===== config.mk =====
export PLATFORM = sky130hd
export DESIGN_NAME = joy_shift_scan
export DESIGN_NICKNAME = d
export VERILOG_FILES = /design/src/rtl/joy_shift_scan.sv
export SDC_FILE = /design/constraint.sdc
export NUM_CORES = 1
export LEC_CHECK = 0
export ABC_AREA = 0
export CAP_MARGIN = 20
export CORE_ASPECT_RATIO = 0.9
export CORE_MARGIN = 2
export CORE_UTILIZATION = 30
export CTS_BUF_LIST = sky130_fd_sc_hd__clkbuf_2
export CTS_CLUSTER_DIAMETER = 120
export CTS_CLUSTER_SIZE = 8
export DETAILED_ROUTE_END_ITERATION = 12
export SLEW_MARGIN = 40
export SYNTH_ARGS = -nofsm -noshare
export SYNTH_HDL_FRONTEND = slang
export SYNTH_SLANG_ARGS = --single-unit

===== constraint.sdc =====
create_clock -name clock -period 3.3 [get_ports clock]
set_input_delay 0.495 -clock clock [delete_from_list [all_inputs] [get_ports clock]]
set_output_delay 0.495 -clock clock [all_outputs]
set_load 0.01 [all_outputs]

===== src/rtl/joy_shift_scan.sv =====
// Serial joystick scanner for a 74HC165-style chain.
// Each scan reads two banks (joyS=1 -> joy, joyS=0 -> joy2) MSB first. A new
// value is published only after two consecutive identical scans.
//
// state | meaning
// IDLE  | count GAP ticks between scans, start a scan if enable=1
// SEL   | drive joyS for the current bank, let it settle for SETTLE ticks
// LOAD  | joyLd low for one tick (parallel load of the chain)
// SHIFT | two ticks per bit: sample + joyCk high, then joyCk low
// STORE | latch the byte; after bank B run the debounce/publish step
module joy_shift_scan #(
  parameter int DIV    = 28,
  parameter int SETTLE = 4,
  parameter int GAP    = 1000
) (
  input  logic       clock,
  input  logic       reset,
  input  logic       enable,
  input  logic       joyD,
  output logic       joyCk,
  output logic       joyLd,
  output logic       joyS,
  output logic [7:0] joy,
  output logic [7:0] joy2,
  output logic       strb
);

  typedef enum logic [2:0] {IDLE, SEL, LOAD, SHIFT, STORE} state_t;

  localparam int DW   = $clog2(DIV + 1);
  localparam int MAXC = (GAP > SETTLE) ? GAP : SETTLE;
  localparam int CW   = $clog2(MAXC + 1);

  localparam logic [DW-1:0] DIV_END    = DW'(DIV - 1);
  localparam logic [CW-1:0] GAP_END    = CW'(GAP - 1);
  localparam logic [CW-1:0] SETTLE_END = CW'(SETTLE - 1);

  state_t      state_q, state_d;
  logic [DW-1:0] div_q, div_d;
  logic [CW-1:0] cnt_q, cnt_d;
  logic        bank_q, bank_d;      // 0 = bank A, 1 = bank B
  logic [2:0]  bitcnt_q, bitcnt_d;
  logic        phase_q, phase_d;    // 0 = sample tick, 1 = clock-low tick
  logic [7:0]  sr_q, sr_d;
  logic [7:0]  newa_q, newa_d;      // bank A byte of the scan in progress
  logic [7:0]  canda_q, canda_d;    // bank A byte of the previous scan
  logic [7:0]  candb_q, candb_d;    // bank B byte of the previous scan
  logic [7:0]  joy_q, joy_d;
  logic [7:0]  joy2_q, joy2_d;
  logic        ck_q, ck_d;
  logic        ld_q, ld_d;
  logic        s_q, s_d;
  logic        strb_q, strb_d;
  logic        tick;

  // Free-running tick divider: DIV-1 down to 0, tick at 0.
  always_comb begin
    tick  = (div_q == '0);
    div_d = tick ? DIV_END : div_q - DW'(1);
  end

  // Scan sequencer and debounce; everything advances on tick only.
  always_comb begin
    state_d  = state_q;
    cnt_d    = cnt_q;
    bank_d   = bank_q;
    bitcnt_d = bitcnt_q;
    phase_d  = phase_q;
    sr_d     = sr_q;
    newa_d   = newa_q;
    canda_d  = canda_q;
    candb_d  = candb_q;
    joy_d    = joy_q;
    joy2_d   = joy2_q;
    ck_d     = ck_q;
    ld_d     = ld_q;
    s_d      = s_q;
    strb_d   = 1'b0;
    if (tick) begin
      case (state_q)
        IDLE: begin
          if (cnt_q == GAP_END) begin
            cnt_d = '0;
            if (enable) begin
              state_d = SEL;
              bank_d  = 1'b0;
              s_d     = 1'b1;
            end
          end else begin
            cnt_d = cnt_q + CW'(1);
          end
        end
        SEL: begin
          if (cnt_q == SETTLE_END) begin
            cnt_d   = '0;
            state_d = LOAD;
            ld_d    = 1'b0;
          end else begin
            cnt_d = cnt_q + CW'(1);
          end
        end
        LOAD: begin
          ld_d     = 1'b1;
          state_d  = SHIFT;
          bitcnt_d = 3'd0;
          phase_d  = 1'b0;
        end
        SHIFT: begin
          if (!phase_q) begin
            sr_d    = {sr_q[6:0], joyD};
            ck_d    = 1'b1;
            phase_d = 1'b1;
          end else begin
            ck_d     = 1'b0;
            phase_d  = 1'b0;
            bitcnt_d = bitcnt_q + 3'd1;
            if (bitcnt_q == 3'd7) state_d = STORE;
          end
        end
        STORE: begin
          cnt_d = '0;
          if (!bank_q) begin
            newa_d  = sr_q;
            bank_d  = 1'b1;
            s_d     = 1'b0;
            state_d = SEL;
          end else begin
            canda_d = newa_q;
            candb_d = sr_q;
            // Stable across two scans and actually different -> publish.
            if ((newa_q == canda_q) && (sr_q == candb_q) &&
                ((newa_q != joy_q) || (sr_q != joy2_q))) begin
              joy_d  = newa_q;
              joy2_d = sr_q;
              strb_d = 1'b1;
            end
            s_d     = 1'b1;
            state_d = IDLE;
          end
        end
        default: state_d = IDLE;
      endcase
    end
  end

  // State and output registers.
  always_ff @(posedge clock or posedge reset) begin
    if (reset) begin
      state_q  <= IDLE;
      div_q    <= DIV_END;
      cnt_q    <= '0;
      bank_q   <= 1'b0;
      bitcnt_q <= 3'd0;
      phase_q  <= 1'b0;
      sr_q     <= 8'hFF;
      newa_q   <= 8'hFF;
      canda_q  <= 8'hFF;
      candb_q  <= 8'hFF;
      joy_q    <= 8'hFF;
      joy2_q   <= 8'hFF;
      ck_q     <= 1'b0;
      ld_q     <= 1'b1;
      s_q      <= 1'b1;
      strb_q   <= 1'b0;
    end else begin
      state_q  <= state_d;
      div_q    <= div_d;
      cnt_q    <= cnt_d;
      bank_q   <= bank_d;
      bitcnt_q <= bitcnt_d;
      phase_q  <= phase_d;
      sr_q     <= sr_d;
      newa_q   <= newa_d;
      canda_q  <= canda_d;
      candb_q  <= candb_d;
      joy_q    <= joy_d;
      joy2_q   <= joy2_d;
      ck_q     <= ck_d;
      ld_q     <= ld_d;
      s_q      <= s_d;
      strb_q   <= strb_d;
    end
  end

  assign joyCk = ck_q;
  assign joyLd = ld_q;
  assign joyS  = s_q;
  assign joy   = joy_q;
  assign joy2  = joy2_q;
  assign strb  = strb_q;

endmodule


After elaboration in Yosys (flattened, before gate mapping)
Index checks and enable logic that the tools add are counted.
Widths: inputs -> output; s select.

storage, ports and cells
  register bits after elaboration = 75
  latch bits = 0
  memory bits (writable) = 0
  input bits = 4
  memory bits (read-only) = 0
  memories = 0
  output and inout port bits = 20

operators by class
  reduce and logical (&&, ||, !) cells = 20
  multipliers = 0
  bitwise operators = 2
  divide/modulo/power cells = 0
  shift operators = 0
  mux-type cells = 28
  eq/ne operators = 16
  add/subtract/negate cells = 3
  order comparisons = 0

operators by type and width
  kind                   count
  $pmux 10 s3            1
  $mux 10                2
  $mux 3                 6
  $eq 8x8->1             2
  $ne 8x8->1             2
  $pmux 3 s5             1
  $reduce_and 3->1       5
  $mux 1                 12
  $add 10x1->10 const B  1
  $eq 10x10->1 const B   1
  $eq 10x2->1 const B    1
  $ne 2x2->1 const B     5
  $pmux 1 s2             4
  $reduce_and 4->1       2
  $eq 3x2->1 const B     2
  $eq 3x3->1 const B     2
  $pmux 3 s2             1
  $reduce_and 2->1       3
  $reduce_and 6->1       1
  $reduce_bool 2->1      3
  $logic_not 5->1        1
  $mux 5                 1
  $sub 5x1->5 const B    1
  $add 3x1->3 const B    1
  6 further kinds        8

Logic depth before layout (Yosys ltp)
  depth after elaboration = 7
  mapped depth = 9
  mapped depth without buffers = 7

Worst setup path after synthesis
Ideal clock, no wire load.

  path kind = register -> register
  from = register div_q[0]
  to = register joy2_q[0] (netlist: joy2[0])
  buffers on the path = 2
  data arrival time = 2.303 ns
  clock period less this slack = 2.385 ns
  cell stages (with the launch flop) = 10
  library setup time = 0.082 ns
  path slack = 0.915 ns
  path through = dfstp_2 -> inv_1 -> ha_1 -> or4b_4 -> nor3_4 -> nand3_4 -> or3_1 -> buf_6 -> buf_8 -> mux2_4

on the way
  cells in the longest elaborated chain, start to end = 2

ends and longest elaborated chain
  item                               RTL line  source
  start, declared                    39        logic [DW-1:0] div_q, div_d;
  start signal, assigned             167       div_q <= div_d;
  $logic_not 5->1                    58        tick = (div_q == '0);
  $reduce_and 4->1 (no source line)  n/a
  end signal, assigned               177       joy2_q <= joy2_d;
  end, declared                      49        logic [7:0] joy2_q, joy2_d;

No other way between the ends.
A chain may end at the register's enable or synchronous reset.

Worst setup path after layout
  from = register div_q[0]
  to = register joy2_q[5] (netlist: joy2[5])

Same word-level chain as after synthesis.

==> impl_metrics.ini <==
[placement]
pre_cts_slack_ns = 0.640
place_congestion = 0.751
io_buffer_count = 23
dpl.hpwl_mm = 4.85

[timing]
drv_slew = 0
tns_ns = 0
rsz0062_at_grt = false
holdWs_ns = 0.372
fin_worst_skew_ns = 0.0299
worst_slew_pin_slew_ns = 0.704
finalHoldViolations = 0
setup_viol = 0
worst_slack_ns = 0.649
fmax_ghz = 0.377
fin_crit_sh_pct = 80.3
max_slew_margin_pct = 52.9
period_minus_slack_ns = 2.65

[layout]
final_nets = 334
fillers = 1190
final_cell_mix = dfstp_2 (54), mux2_2 (32), clkdlybuf4s50_1 (23), dfrtp_1 (21), mux2_4 (18)
final_util_pct = 34.9
diodes = 0
multi_input_area_sq_mm = 0.00172
drive_gt1_share_pct = 40.5
final_common_cell = dfstp_2
seq_area_sq_mm = 0.00194
area_growth_pct = 12.4

[pwr]
power_density_mw_per_mm2 = 344
clkPwrFrac_pct = 34.9
peakVddDrop_mv = 0.184
p_sw_share_pct = 24.1
p_leak_uw = 0.00190
fin_total_pwr_uw = 1470
intPower_uw = 1110
switchingPower_uw = 354
power_frac_comb_pct = 1.8
p_seq_share_pct = 63.3

[critical_path]
cp_num_buf_inv = 1
critPathKind = reg2reg
worstPathArrival_ns = 3.13
crit_start = div_q[0]
rr_worst_depth = 7
start_kind = flip-flop
crit_end = joy2[5]
rrSetupSlack_ns = 0.65
cp_max_fo = 16
crit_path_max_incr_delay_ns = 0.74
critPathRequiredTime_ns = 3.78
timing.rr.start = div_q[0]
path_cells = inv_1 > ha_1 > or4b_4 > nor3_4 > nand3_4 > or3_2 > mux2_4
critPathSlowestCell = or3_2
worstSetupEndpointType = flip-flop
cp.depth = 7
crit_family = simple AND/OR/NAND/NOR gates
reg2reg_to = joy2[5]

[global_route]
antenna_found_initial = 0
grt_max_degree = 33
grt_pass1_vias = 2396
grt_pass1_wl_mm = 11.9
grtUsageTotal_pct = 11.2
gr-total-overflow = 0

[clock_tree]
clock_sinks = 75
hold_buffers = 0
cts_resized = 0
cts_root_buf = clkbuf_2
cts_buffers = 9
cts_tree = done
worstSkewPairLatency_ns = 0.53
post_cts_buffers = 0
cts_buffer_depth = 2
clkTransAtPathRegs_ns = 0.20
h-tree-depth = 3

[route]
wl_per_cell_um = 14.1
first_pass_iters = 4
drtIter0Drc = 108
wl_mm = 6.91
drc = 0
final_antenna_net_count = 0
vias = 2365
via_per_inst = 4.82

[floorplanning]
die_x_um = 123
rows = 38
pin_count = 24
initial_core_util_pct = 31.0
dieHeight_um = 111
dieArea_sq_mm = 0.0136
core-area_sq_mm = 0.0122

[synthesis]
ys_seq_elements = 75
yosysWarningCount = 0
synthCells = 306
yosysSeqAreaShare_pct = 51.3
async_flop_share_pct = 100
synth_area_sq_mm = 0.00379
synth_fp_nets = 314
syn_area_per_cell_sq_um = 12.4
yosys.cell_types.count = 48
ys.flop_type = dfstp_2
synth_edf_count = 0

[run_status]
outcome = finished clean

[job]
maxCapViolCount = 0

[min_path]
hp-class = in2async
[sequential cells by signal, summed over array words and instances, names as in the netlist]
register,flops
cnt_q,10
strb,1
sr_q,8
bank_q,1
state_q,3
canda_q,8
phase_q,1
joy2,8
joyCk,1
joyS,1
joyLd,1
bitcnt_q,3
joy,8
div_q,5
newa_q,8
candb_q,8
[Yosys cell counts (2+ instances only)]
cell type  instances  area [sq um]
a21oi_1            5          25.0
nor2b_1            6          37.5
nor3_1             4          20.0
nor2_1            11          41.3
nor4_1             5          31.3
buf_4              2          15.0
mux2i_1            2          20.0
ha_1               4          50.1
a22o_1             7          61.3
o21ai_0           17          85.1
buf_6              3          33.8
o21a_1             2          15.0
nand2_1           14          52.6
xnor2_1           17           149
mux2_2            32           360
clkbuf_1          11          41.3
nand3_1            6          30.0
dfstp_2           54          1420
o22a_1             2          17.5
or3_1              3          18.8
nand4_1            8          50.1
nand2b_1           2          12.5
inv_1              7          26.3
xor2_1            16           140
o22ai_1            2          12.5
mux2_4            18           270
dfrtp_1           21           526
and3_1             5          31.3
[worst min path at each step]
stage / startpoint / cells after the start / slack, ns / to
after global placement: div_q[0] / 1 / 0.44 / div_q[0]
final: reset / 2 / 0.37 / cnt_q[5]
after CTS: reset / 2 / 0.34 / cnt_q[9]
after global routing: reset / 2 / 0.38 / cnt_q[5]
after floorplan: div_q[0] / 1 / 0.43 / div_q[0]
after detailed placement: div_q[0] / 1 / 0.44 / div_q[0]
[kinds of logic (layout without fill, tap and decap cells)]
| logic type | Yosys count | after routing | share of synthesized area [%] |
|---|---|---|---|
| AOI/OAI and AO/OA | 42 | 42 | 7.32 |
| xor gates and xnor gates | 33 | 33 | 7.62 |
| adders and majority gates | 4 | 4 | 1.32 |
| buffers and inverters | 25 | 50 | 3.59 |
| DFF | 75 | 75 | 51.3 |
| muxes | 52 | 52 | 17.2 |
| and+or+nand+nor | 75 | 75 | 11.7 |
[layer usage]
metal | part of all wire [%] | routed length (um) | track usage (%) | vias up
li1 | - | - | - | 1131
met1 | 49 | 3360 | 15.4 | 1197
met2 | 47 | 3220 | 16.7 | 28
met3 | 3.5 | 240 | 3.70 | 9
met4 | 1.3 | 89 | 2.99 | 0
met5 | 0 | 0 | 0 | -
[area by class of cell]
| cell class | instances | share of cell area, % |
|---|---|---|
| Inverter | 7 | 0.616 |
| Clock inverter | 6 | 1.50 |
| Clock buffer | 10 | 1.17 |
| Tap cell | 160 | 4.69 |
| Multi-Input combinational cell | 206 | 40.3 |
| Timing Repair Buffer | 27 | 6.10 |
| Sequential cell | 75 | 45.6 |
[metrics by stage]
step                      area (sq um)  instances
after global routing              4260        491
after CTS                         4260        491
final                             4260        491
after detailed placement          4150        475
after floorplan                   3790        306
after global placement            4140        475
[power by group through the flow]
stage	Combinational, uW	Sequential, uW	Clock [uW]
2_1_floorplan	17.0	938	0
3_3_place_gp	27.7	940	0
3_5_place_dp	28.1	940	0
4_1_cts	28.2	928	541
5_1_grt	31.1	928	574
6_report	26.3	928	512
Note: power is estimated with default switching activity, not from simulation.
